File: src/rtl/traffic_light_ctrl_p.sv
// Two-direction traffic-light controller with programmable phase lengths,
// pedestrian early green termination and a night flashing-yellow mode.
module traffic_light_ctrl_p #(
    parameter int unsigned CNT_W     = 8,
    parameter int unsigned GREEN_T   = 5,
    parameter int unsigned YELLOW_T  = 2,
    parameter int unsigned ALL_RED_T = 1,
    parameter int unsigned MIN_GREEN = 2,
    parameter int unsigned FLASH_T   = 3
) (
    input  logic             clk,
    input  logic             reset,
    input  logic             night,
    input  logic             ped_req,
    output logic [2:0]       lt1,
    output logic [2:0]       lt2,
    output logic [2:0]       phase,
    output logic [CNT_W-1:0] remain,
    output logic             ped_pend
);

    typedef enum logic [2:0] {
        IDLE  = 3'd0,
        A_GRN = 3'd1,
        A_YEL = 3'd2,
        AR1   = 3'd3,
        B_GRN = 3'd4,
        B_YEL = 3'd5,
        AR2   = 3'd6,
        FLASH = 3'd7
    } state_t;

    localparam logic [CNT_W-1:0] L_GRN_T   = CNT_W'(GREEN_T);
    localparam logic [CNT_W-1:0] L_YEL_T   = CNT_W'(YELLOW_T);
    localparam logic [CNT_W-1:0] L_AR_T    = CNT_W'(ALL_RED_T);
    localparam logic [CNT_W-1:0] L_GRN_END = CNT_W'(GREEN_T - 1);
    localparam logic [CNT_W-1:0] L_YEL_END = CNT_W'(YELLOW_T - 1);
    localparam logic [CNT_W-1:0] L_AR_END  = CNT_W'(ALL_RED_T - 1);
    localparam logic [CNT_W-1:0] L_MIN_END = CNT_W'(MIN_GREEN - 1);
    localparam logic [CNT_W-1:0] L_FL_END  = CNT_W'(FLASH_T - 1);

    state_t           r_state;
    state_t           w_nxt_state;
    logic [CNT_W-1:0] r_cnt;
    logic [CNT_W-1:0] w_nxt_cnt;
    logic             r_flash_ph;
    logic             w_nxt_flash_ph;
    logic             r_ped_pend;
    logic             w_nxt_pend;
    logic             w_ped_any;
    logic             w_ar_entry;
    logic [5:0]       w_nxt_lamps;
    logic [CNT_W-1:0] w_nxt_remain;
    logic [2:0]       r_lt1;
    logic [2:0]       r_lt2;
    logic [CNT_W-1:0] r_remain;

    always_comb begin
        w_nxt_state    = r_state;
        w_nxt_cnt      = r_cnt + 1'b1;
        w_nxt_flash_ph = r_flash_ph;
        w_ped_any      = r_ped_pend | ped_req;
        case (r_state)
            IDLE: w_nxt_state = A_GRN;
            A_GRN, B_GRN: begin
                if ((w_ped_any && (r_cnt >= L_MIN_END)) || (r_cnt == L_GRN_END))
                    w_nxt_state = (r_state == A_GRN) ? A_YEL : B_YEL;
            end
            A_YEL: if (r_cnt == L_YEL_END) w_nxt_state = AR1;
            B_YEL: if (r_cnt == L_YEL_END) w_nxt_state = AR2;
            AR1, AR2: begin
                if (r_cnt == L_AR_END) begin
                    if (night) begin
                        w_nxt_state    = FLASH;
                        w_nxt_flash_ph = 1'b1;
                    end else begin
                        w_nxt_state = (r_state == AR1) ? B_GRN : A_GRN;
                    end
                end
            end
            FLASH: begin
                if (!night) begin
                    w_nxt_state = AR2;
                end else if (r_cnt == L_FL_END) begin
                    w_nxt_flash_ph = ~r_flash_ph;
                    w_nxt_cnt      = '0;
                end
            end
            default: w_nxt_state = IDLE;
        endcase
        if (w_nxt_state != r_state)
            w_nxt_cnt = '0;

        // A request arriving on the same edge as the all-red entry survives it.
        w_ar_entry = (w_nxt_state != r_state) && ((w_nxt_state == AR1) || (w_nxt_state == AR2));
        w_nxt_pend = ped_req | (r_ped_pend & ~w_ar_entry);

        w_nxt_lamps  = 6'b010_010;
        w_nxt_remain = '0;
        case (w_nxt_state)
            A_GRN: begin w_nxt_lamps = 6'b001_100; w_nxt_remain = L_GRN_T - w_nxt_cnt; end
            A_YEL: begin w_nxt_lamps = 6'b010_100; w_nxt_remain = L_YEL_T - w_nxt_cnt; end
            AR1:   begin w_nxt_lamps = 6'b100_100; w_nxt_remain = L_AR_T  - w_nxt_cnt; end
            B_GRN: begin w_nxt_lamps = 6'b100_001; w_nxt_remain = L_GRN_T - w_nxt_cnt; end
            B_YEL: begin w_nxt_lamps = 6'b100_010; w_nxt_remain = L_YEL_T - w_nxt_cnt; end
            AR2:   begin w_nxt_lamps = 6'b100_100; w_nxt_remain = L_AR_T  - w_nxt_cnt; end
            FLASH: w_nxt_lamps = w_nxt_flash_ph ? 6'b010_010 : 6'b000_000;
            default: w_nxt_lamps = 6'b010_010;
        endcase
    end

    always_ff @(posedge clk or negedge reset) begin
        if (!reset) begin
            r_state    <= IDLE;
            r_cnt      <= '0;
            r_flash_ph <= 1'b0;
            r_ped_pend <= 1'b0;
            r_lt1      <= 3'b010;
            r_lt2      <= 3'b010;
            r_remain   <= '0;
        end else begin
            r_state    <= w_nxt_state;
            r_cnt      <= w_nxt_cnt;
            r_flash_ph <= w_nxt_flash_ph;
            r_ped_pend <= w_nxt_pend;
            r_lt1      <= w_nxt_lamps[5:3];
            r_lt2      <= w_nxt_lamps[2:0];
            r_remain   <= w_nxt_remain;
        end
    end

    assign lt1      = r_lt1;
    assign lt2      = r_lt2;
    assign phase    = r_state;
    assign remain   = r_remain;
    assign ped_pend = r_ped_pend;

endmodule

File: config.mk
export PLATFORM = sky130hd
export DESIGN_NAME = traffic_light_ctrl_p
export DESIGN_NICKNAME = d
export VERILOG_FILES = /design/src/rtl/traffic_light_ctrl_p.sv
export SDC_FILE = /design/constraint.sdc
export NUM_CORES = 1
export LEC_CHECK = 0
export ABC_AREA = 0
export BUFFER_PORTS_ARGS = -buffer_cell sky130_fd_sc_hd__buf_2
export CAP_MARGIN = 20
export CORE_MARGIN = 2
export CORE_UTILIZATION = 26
export CTS_BUF_LIST = sky130_fd_sc_hd__clkbuf_8
export CTS_CLUSTER_SIZE = 8
export DETAILED_ROUTE_END_ITERATION = 10
export PLACE_DENSITY = 0.44
export SETUP_SLACK_MARGIN = 0.5
export SYNTH_ARGS = -nofsm -noshare
export SYNTH_HDL_FRONTEND = slang
export SYNTH_SLANG_ARGS = --single-unit
File: constraint.sdc
create_clock -name clk -period 3.7 [get_ports clk]
set_input_delay 0.185 -clock clk [delete_from_list [all_inputs] [get_ports clk]]
set_output_delay 0.185 -clock clk [all_outputs]
set_load 0.005 [all_outputs]
==> results list, run 1 <==
* Number of buffers on the longest clock path: 2
* Sort of element at the start of the critical path: register
* Number of antenna violations at the first check in global routing: 0
- Endpoint kind of the worst setup timing path: register
- Simple-gate share of the synthesized area: 0.215
- Entering global routing, the biggest net connects 28 pins.
* Antenna viol nets, final: 0
- Number of top-level pins: 22
- For met2 alone, demand over resource in global routing was 0.254.
- Number of design-rule violations left by the first detailed-router iteration: 44
- The cell sitting at the root of the clock tree is a sky130_fd_sc_hd__clkbuf_8.
- The hold violation count in the final report came to 0.
- The count of final max-slew check failures came to 0.
- Dividing the detail-routed via count by the number of cells gives around 5.0.
* CTS H-tree lvls: 1
* Layout area overhead: 33.3%
- The analysis attributes to cell leakage a power of 1.23 nW.
- Multiplexer area fraction after synthesis: 0.0281
- Number of design rule violations left after detail routing: 0
- Summing all placed instances gives a cell area of between 2000 and 2500 µm².
- Final non-filler cell area: 2610 µm²
- The net count of the finished layout is 277.
* Clock transition time at the flip-flop clock pins of the worst setup and hold paths: 100 ps
- TritonCTS built the clock tree.
- Via Count: 1,825
- Sequential cell area in the final layout: 684 µm²
- Filler cell count: 779
- Final worst path period share: 0.893
- In this run the power density over the cells is 994 nW/µm².
- The congestion estimate from routability-driven global placement came to 0.841.
* Critical path's most frequent cell: sky130_fd_sc_hd__buf_4
- Critical Path, Cell by Cell: nor4_4 -> buf_4 -> a221oi_2 -> or4_4 -> buf_4 -> o31ai_4 -> and2_4 -> nor2_4 -> buf_4 -> fa_2 -> nor2_1 -> mux2i_1 -> a2bb2oi_1 -> o32ai_1
- Max FO, Critical Path: 4
* Result of the run: complete, no violations
* Number of synthesized flops with an enable pin: 0
- In the synthesized netlist the async set-or-reset flop fraction comes to 1.00.
- Met3 global-route usage: 0.0242
* Post-synthesis share of cell area spent on full adders, half adders and majority gates: 0.0485
- VDD IR max: 308 µV
- Number of global-route vias before repair: between 1,500 and 2,000
* Met1 usage: 0.181
* Switching Fraction: 0.465
* Power share of the combinational group: 0.752
- Cell Int Power: approximately 1.4 mW
- The slowest stage of the critical path is the sky130_fd_sc_hd__or4_4 cell.
- In the synthesized netlist the dominant register cell turns out to be sky130_fd_sc_hd__dfrtp_1.
- TritonCTS created 3 clock buffers.
- The total overflow left after global routing is 0.
* Post-Syn Area: 1960 µm²
* Number of diodes: 0
* Final total power: 2.60 mW
* Final setup vio count: 0
* Delay of the slowest cell on the worst path: between 500 and 600 ps
- Counting every net in the synthesized netlist gives 228.
* Fin Clk Skew: 6.26 ps
- Die width: 90.8 µm
- Busiest grt layer: met2
* Setup repair after global routing missed its margin: true
- Core box area: approximately 7300 µm²
- The fraction of the mapped netlist area in compound gates is 0.222.
- Overall global routing resource usage: 0.143
* Most frequent cells in the layout: sky130_fd_sc_hd__buf_4, sky130_fd_sc_hd__buf_2, sky130_fd_sc_hd__dfrtp_1
- Dividing the detail-routed wire length by the instance count gives 15.6 µm.
- Port buffering added 21 buffers.
- For this run, the register share of the synthesized area comes to 0.346.
- After legalization and detailed placement, the total HPWL measured 4300 µm.
* Synthesized area per cell: 9.03 µm²
* Clock latency of the later-clocked register in the worst-skew pair: 280 ps
* Final Routed Wirelength: ~5700 µm
- Die ar.: 8250 µm²
- Site Rows: 31
* Post-Synth XOR/XNOR Area: 0.0715
- Data required, critical path: approximately 3900 ps
* Arrival time reported for the critical path endpoint: 3480 ps
* Number of distinct library cells after synthesis: 60
- Max-cap violations in this run came to 0.
* Slew of the pin with the lowest slew margin: 609 ps
- Of the total power, registers draw 0.182.
- Subtracting the final worst setup slack from the clock period gives 3300 ps.
- The share of total power dissipated in the clock network is 0.067.
- Number of flip-flops and latches in the synthesized netlist: 27
* Type of the most critical hold path: in -> reg
- The library cell used most frequently in the layout, excluding fill and tap cells, is sky130_fd_sc_hd__buf_4.
- Synthesis produced a netlist whose cell count is 217.
* Sink count of the clock tree: 27
- The first global-routing pass estimated 9550 µm of wire.
- First-pass detailed-route iteration total: 4
* Starting Density: 0.269
- Layout cells sized above 1: 0.396
* Floorplan die height: 90.8 µm
* Area of the multi-input gates: 1310 µm²
- Crit Path Category: reg -> reg
- Final setup TNS: 0 ps
* Slew HR: 0.594
- Dominant combinational cell family by area after synthesis: compound AO/OA/AOI/OAI gates
- Synthesis Warnings: 0
- Achievable frequency: 303 MHz
- For this design the total switching power over the nets is 1.21 mW.
==> cells by family (layout without fill, tap and decap cells) <==
group / count (synthesis) / count (layout)
muxes: 5 / 5
buffers and inverters: 31 / 79
and+or+nand+nor: 74 / 74
AOI/OAI and AO/OA: 57 / 57
adders and majority gates: 7 / 7
DFF: 27 / 27
xor gates and xnor gates: 16 / 16
==> metrics by stage <==
stage | hold slack, ps | instances | setup slack, ps | utilization
global route | 107 | 364 | 249 | 0.358
floorplan | -111 | 217 | 372 | -
global placement | 251 | 340 | 134 | 0.315
detailed placement | 254 | 340 | 131 | 0.315
CTS | 96.3 | 359 | 430 | 0.342
finish | 105 | 364 | 397 | 0.358
==> what timing repair did <==
action / in CTS / in global routing
hold buffers: 1 / 0
setup buffers: 14 / 5
endpoints found under the hold margin: 25 / 0
resized for setup: 10 / 18
pin swaps: 5 / 11
endpoints found under the setup margin: 5 / 6
==> critical path, delay by kind of cell, from the launching register on <==
family | cells | cell delay, ps
compound gates | 4 | 570
fa+ha+maj | 1 | 440
mux | 1 | 80
simple gates | 5 | 1190
flops | 1 | 450
buf+inv | 3 | 480
==> flip-flops by register name (all words and copies together), names as in the netlist <==
| register | count |
|---|---|
| r_flash_ph | 1 |
| ped_pend | 1 |
| remain | 8 |
| lt2 | 3 |
| lt1 | 3 |
| r_cnt | 8 |
| phase | 3 |
==> Yosys cell counts, drive strengths merged (4+ instances only) <==
cell    number  area [µm²]
dfrtp       25         626
inv         18        67.6
nor2        15        56.3
nand2       12        45.0
nand3       10        50.1
xnor2        9        78.8
a21oi        8        43.8
nor3         8        40.0
o211ai       8        60.1
clkbuf       7        26.3
xor2         7        61.3
buf          6        42.5
ha           6        75.1
o21ai        6        30.0
or4          5        45.0
a31oi        4        25.0
and2         4        27.5
mux2i        4        40.0
nand2b       4        25.0
o31ai        4        30.0
==> layout make-up <==
cell class                      count  area share
Multi-Input combinational cell    159       0.502
Sequential cell                    27       0.262
Timing Repair Buffer               57       0.145
Tap cell                           99      0.0474
Inverter                           18      0.0259
Clock buffer                        3      0.0158
Clock inverter                      1     0.00192
==> worst paths after layout <==
path / startpoint / end / slack (ps) / cells after the start
worst max register to register: r_cnt[6] / remain[5] / 400 / 14
worst min-delay path: ped_req / ped_pend / 100 / 2
min in group asynchronous: reset / r_flash_ph / 430 / 2
max in group asynchronous: reset / r_cnt[6] / 2820 / 2
worst max-delay path: r_cnt[6] / remain[5] / 400 / 14
worst min register to register: ped_pend / ped_pend / 560 / 2
==> power by group through the flow <==
| stage | registers (mW) | clock network (mW) | logic (mW) |
|---|---|---|---|
| final | 0.471 | 0.173 | 1.95 |
| after global routing | 0.483 | 0.197 | 2.16 |
| after CTS | 0.470 | 0.189 | 1.80 |
| after detailed placement | 0.477 | 0 | 1.63 |
| after global placement | 0.478 | 0 | 1.65 |
| after floorplan | 0.460 | 0 | 1.17 |
==> layer usage <==
layer  part of all wire  up-vias  wire length (µm)
met5                  0        -                 0
met1               0.45      887              2540
met4              0.019        0               110
li1                   -      890                 -
met3              0.034        8               192
met2               0.50       40              2850
Power figures use the tool's default switching activity.
==> run 2: changes to the inputs <==
--- a/config.mk
+++ b/config.mk
@@ -13,8 +13,7 @@
 export CTS_BUF_LIST = sky130_fd_sc_hd__clkbuf_8
 export CTS_CLUSTER_SIZE = 8
 export DETAILED_ROUTE_END_ITERATION = 10
-export PLACE_DENSITY = 0.44
-export SETUP_SLACK_MARGIN = 0.5
+export PLACE_DENSITY = 0.43
 export SYNTH_ARGS = -nofsm -noshare
 export SYNTH_HDL_FRONTEND = slang
 export SYNTH_SLANG_ARGS = --single-unit
==> constraint.sdc (replaced) <==
create_clock -name clk -period 3.6 [get_ports clk]
set_input_delay 0.18 -clock clk [delete_from_list [all_inputs] [get_ports clk]]
set_output_delay 0.18 -clock clk [all_outputs]
set_load 0.005 [all_outputs]
==> run 2 against run 1 <==
  * Critical path depth unchanged
  * Flip-flop and latch count is the same
  * Setup slack got worse by 270 ps
  * Register-to-register slack worse by 270 ps
  * Maximum frequency down 4.9%
  * Power decreased by 6.5%
  * Clock skew down 4.3 ps
  * Clock power grew 3%
  * Worst hold slack improved by 7.7 ps
  * Critical endpoint is now remain[6]
==> results list, run 2 (same netlist as run 1, synthesis figures left out) <==
* Layout cells sized above 1: 0.302
* First-pass GRT wire length: 9040 µm
- The worst setup path is captured at a register.
- For this run, the share of the core covered by cells in the final layout is 0.338.
- The library cell used most frequently in the layout, excluding fill and tap cells, is sky130_fd_sc_hd__buf_4.
- CTS tree: built
* Hold Path End: ped_pend
- Via/cell ratio: 4.98
- Leaving out fill and tap cells, the most frequent cells in the layout are sky130_fd_sc_hd__buf_4, sky130_fd_sc_hd__dfrtp_1, sky130_fd_sc_hd__buf_2.
- Via Count: 1,798
- The tool flagged a number of max-cap violations equal to 0.
- Total power divided by cell area: a little under 1000 nW/µm²
- Setup repair after global routing missed its margin: true
- Post-DR wirelength/cell: about 16 µm
- Final Critical Period: 3470 ps
- Final worst path period share: 0.965
- Number of design rule violations left after detail routing: 0
* Floorplan die height: 90.8 µm
- Of the total power, the share spent switching nets is 0.470.
- Of the total power, the clock network draws 0.073.
* Final Routed Wirelength: 5600 µm
* Routability congestion estimate from global placement: 0.858
- The worst register-to-register path ends at remain[6].
- The clock reaches the later pin of the worst-skew pair after 270 ps.
- Timing analysis after detailed placement gives a worst setup slack of 25.6 ps.
- The share of total power dissipated in combinational logic is 0.726.
* Slack of the worst reg-to-reg path: 130 ps
- Summed over all cells, the static leakage comes to 1.21 nW.
* Achievable frequency: 288 MHz
* IO Port Bufs: 21
- STA classifies the critical path startpoint as a register.
- Once placement finished, the instance area stood at 2350 µm².
- The floorplan step defined a die boundary enclosing 8250 µm².
* Launching point of the worst reg2reg path: r_cnt[0]
* DP HPWL: 4260 µm
* Die width: slightly above 90 µm
* First-pass detailed-route iteration total: 5
- Once detail routing completed, the nets flagged for antenna violations numbered 0.
- Starting Density: 0.269
- Final Hold Fails: 0
- Sink count of the clock tree: 27
- Fin Clk Skew: 2.00 ps
* Layout area overhead: 25.9%
- Post-layout worst setup margin: 127 ps
- In this run the number of H-tree levels came out at 1.
- Length in cells of the worst reg-to-reg path: 14
* Arrival time reported for the critical path endpoint: 3660 ps
* Total overflow reported by the global router: 0
* Number of top-level pins: 22
- In the global route stage, overall resource usage came out at 0.136.
- VDD sags by at most 327 µV.
* Number of buffers on the longest clock path: 2
- In this run the most critical hold path is launched from ped_req.
* Crit Path Category: reg -> reg
- Final non-filler cell area: 2470 µm²
- Headroom to the max-slew limit came out at 0.565.
- After floorplanning, the core was divided into 31 placement rows.
* Result of the run: complete, no violations
- For the worst setup path, the data required time is 3790 ps.
- Final Slew Violations: 0
- Cell Int Power: 1.29 mW
- Clock buffers created by TritonCTS: 3
* Sequential group share of total power: 0.200
- Max FO, Critical Path: 3
- Switching power summed over all nets: 1.14 mW
- The path class of the tightest hold or removal check is in -> reg.
* Largest net degree at the start of global routing: 28
- Layout Nets: 274
- Core box area: 7290 µm²
* Clk Tree Root Cell: sky130_fd_sc_hd__clkbuf_8
- The number of antenna diodes in the final layout is 0.
- Clock transition time at the flip-flop clock pins of the worst setup and hold paths: 100 ps
- Along the worst hold path, the cell count comes to 2.
* Number of global-route vias before repair: ~1,800
- Slew of the pin with the lowest slew margin: between 600 and 700 ps
- The initial antenna violation count is 0.
- The first routing iteration left between 100 and 150 violations.
- Setup violations remaining at the end of the flow were counted as 0.
[run 2: changes by cell type in the layout (fill, tap and decap cells not counted), moves of 2 or more]
| cell | before | now |
|---|---|---|
| sky130_fd_sc_hd__dfrtp_2 | 5 | 0 |
| sky130_fd_sc_hd__buf_4 | 35 | 32 |
| sky130_fd_sc_hd__or4_4 | 4 | 2 |
| sky130_fd_sc_hd__inv_2 | 6 | 1 |
| sky130_fd_sc_hd__ha_2 | 0 | 2 |
| sky130_fd_sc_hd__dfrtp_1 | 20 | 25 |
| sky130_fd_sc_hd__or4_1 | 1 | 3 |
| sky130_fd_sc_hd__inv_1 | 12 | 18 |
| sky130_fd_sc_hd__nor3_1 | 5 | 7 |
[run 2: through the flow]
stage | hold WS (ps) | cells | TNS, ps | total power [mW]
4_1_cts | 99.1 | 360 | 0 | 2.35
3_3_place_gp | 244 | 354 | 0 | 2.18
2_1_floorplan | -116 | 217 | 0 | 1.61
5_1_grt | 113 | 361 | -31.7 | 2.65
3_5_place_dp | 252 | 354 | 0 | 2.15
6_report | 112 | 361 | 0 | 2.43
[run 2: routing by layer]
metal  part of all wire  wire length, µm  vias to the layer above  global-route usage
li1                   -                -                      888                   -
met1               0.47             2640                      851               0.182
met2               0.47             2620                       51               0.226
met3              0.038              213                        8              0.0250
met4              0.021              116                        0              0.0341
met5                  0                0                        -                   0
[run 2: how the worst max path moves through the flow]
stage              from         to  slack [ps]  cells after the start
3_3_place_gp   r_cnt[0]  remain[6]          70                     13
3_5_place_dp   r_cnt[0]  remain[6]          30                     13
5_1_grt        r_cnt[0]  remain[7]         -30                     14
2_1_floorplan  r_cnt[0]  remain[6]           3                     14
6_report       r_cnt[0]  remain[6]         130                     14
4_1_cts        r_cnt[1]  remain[6]          30                     13
[run 2: area by class of cell]
type | instances | area, µm²
Clock buffer | 3 | 41.3
Clock inverter | 1 | 3.75
Fill cell | 775 | 4820
Tap cell | 99 | 124
Sequential cell | 27 | 678
Multi-Input combinational cell | 159 | 1200
Inverter | 18 | 67.6
Timing Repair Buffer | 54 | 355
[run 2: worst max-delay path, cell delays in order (launching register included)]
cell                        delay, ps
sky130_fd_sc_hd__dfrtp_1          390
sky130_fd_sc_hd__buf_4            140
sky130_fd_sc_hd__ha_2             190
sky130_fd_sc_hd__nand2b_1          90
sky130_fd_sc_hd__a2111oi_2         60
sky130_fd_sc_hd__buf_4            160
sky130_fd_sc_hd__or4_4            540
sky130_fd_sc_hd__or4_4            530
sky130_fd_sc_hd__and2_4           180
sky130_fd_sc_hd__nor2_2           110
sky130_fd_sc_hd__inv_1             80
sky130_fd_sc_hd__ha_4             220
sky130_fd_sc_hd__or2_2            300
sky130_fd_sc_hd__o211a_1          140
sky130_fd_sc_hd__o32ai_2          240
[run 2: timing repair]
action                                 in CTS  in global routing
endpoints found under the hold margin      25                  0
gates resized for setup                     0                 10
pin swaps                                   0                  1
setup endpoints to repair                   1                  5
hold buffers                                1                  0
buffers inserted                            1                  1
[run 2: power groups by stage]
stage          clock network (mW)  logic (mW)  registers [mW]
2_1_floorplan                   0        1.13           0.472
3_3_place_gp                    0        1.69           0.492
3_5_place_dp                    0        1.66           0.490
4_1_cts                     0.188        1.68           0.484
5_1_grt                     0.196        1.96           0.495
6_report                    0.178        1.76           0.486
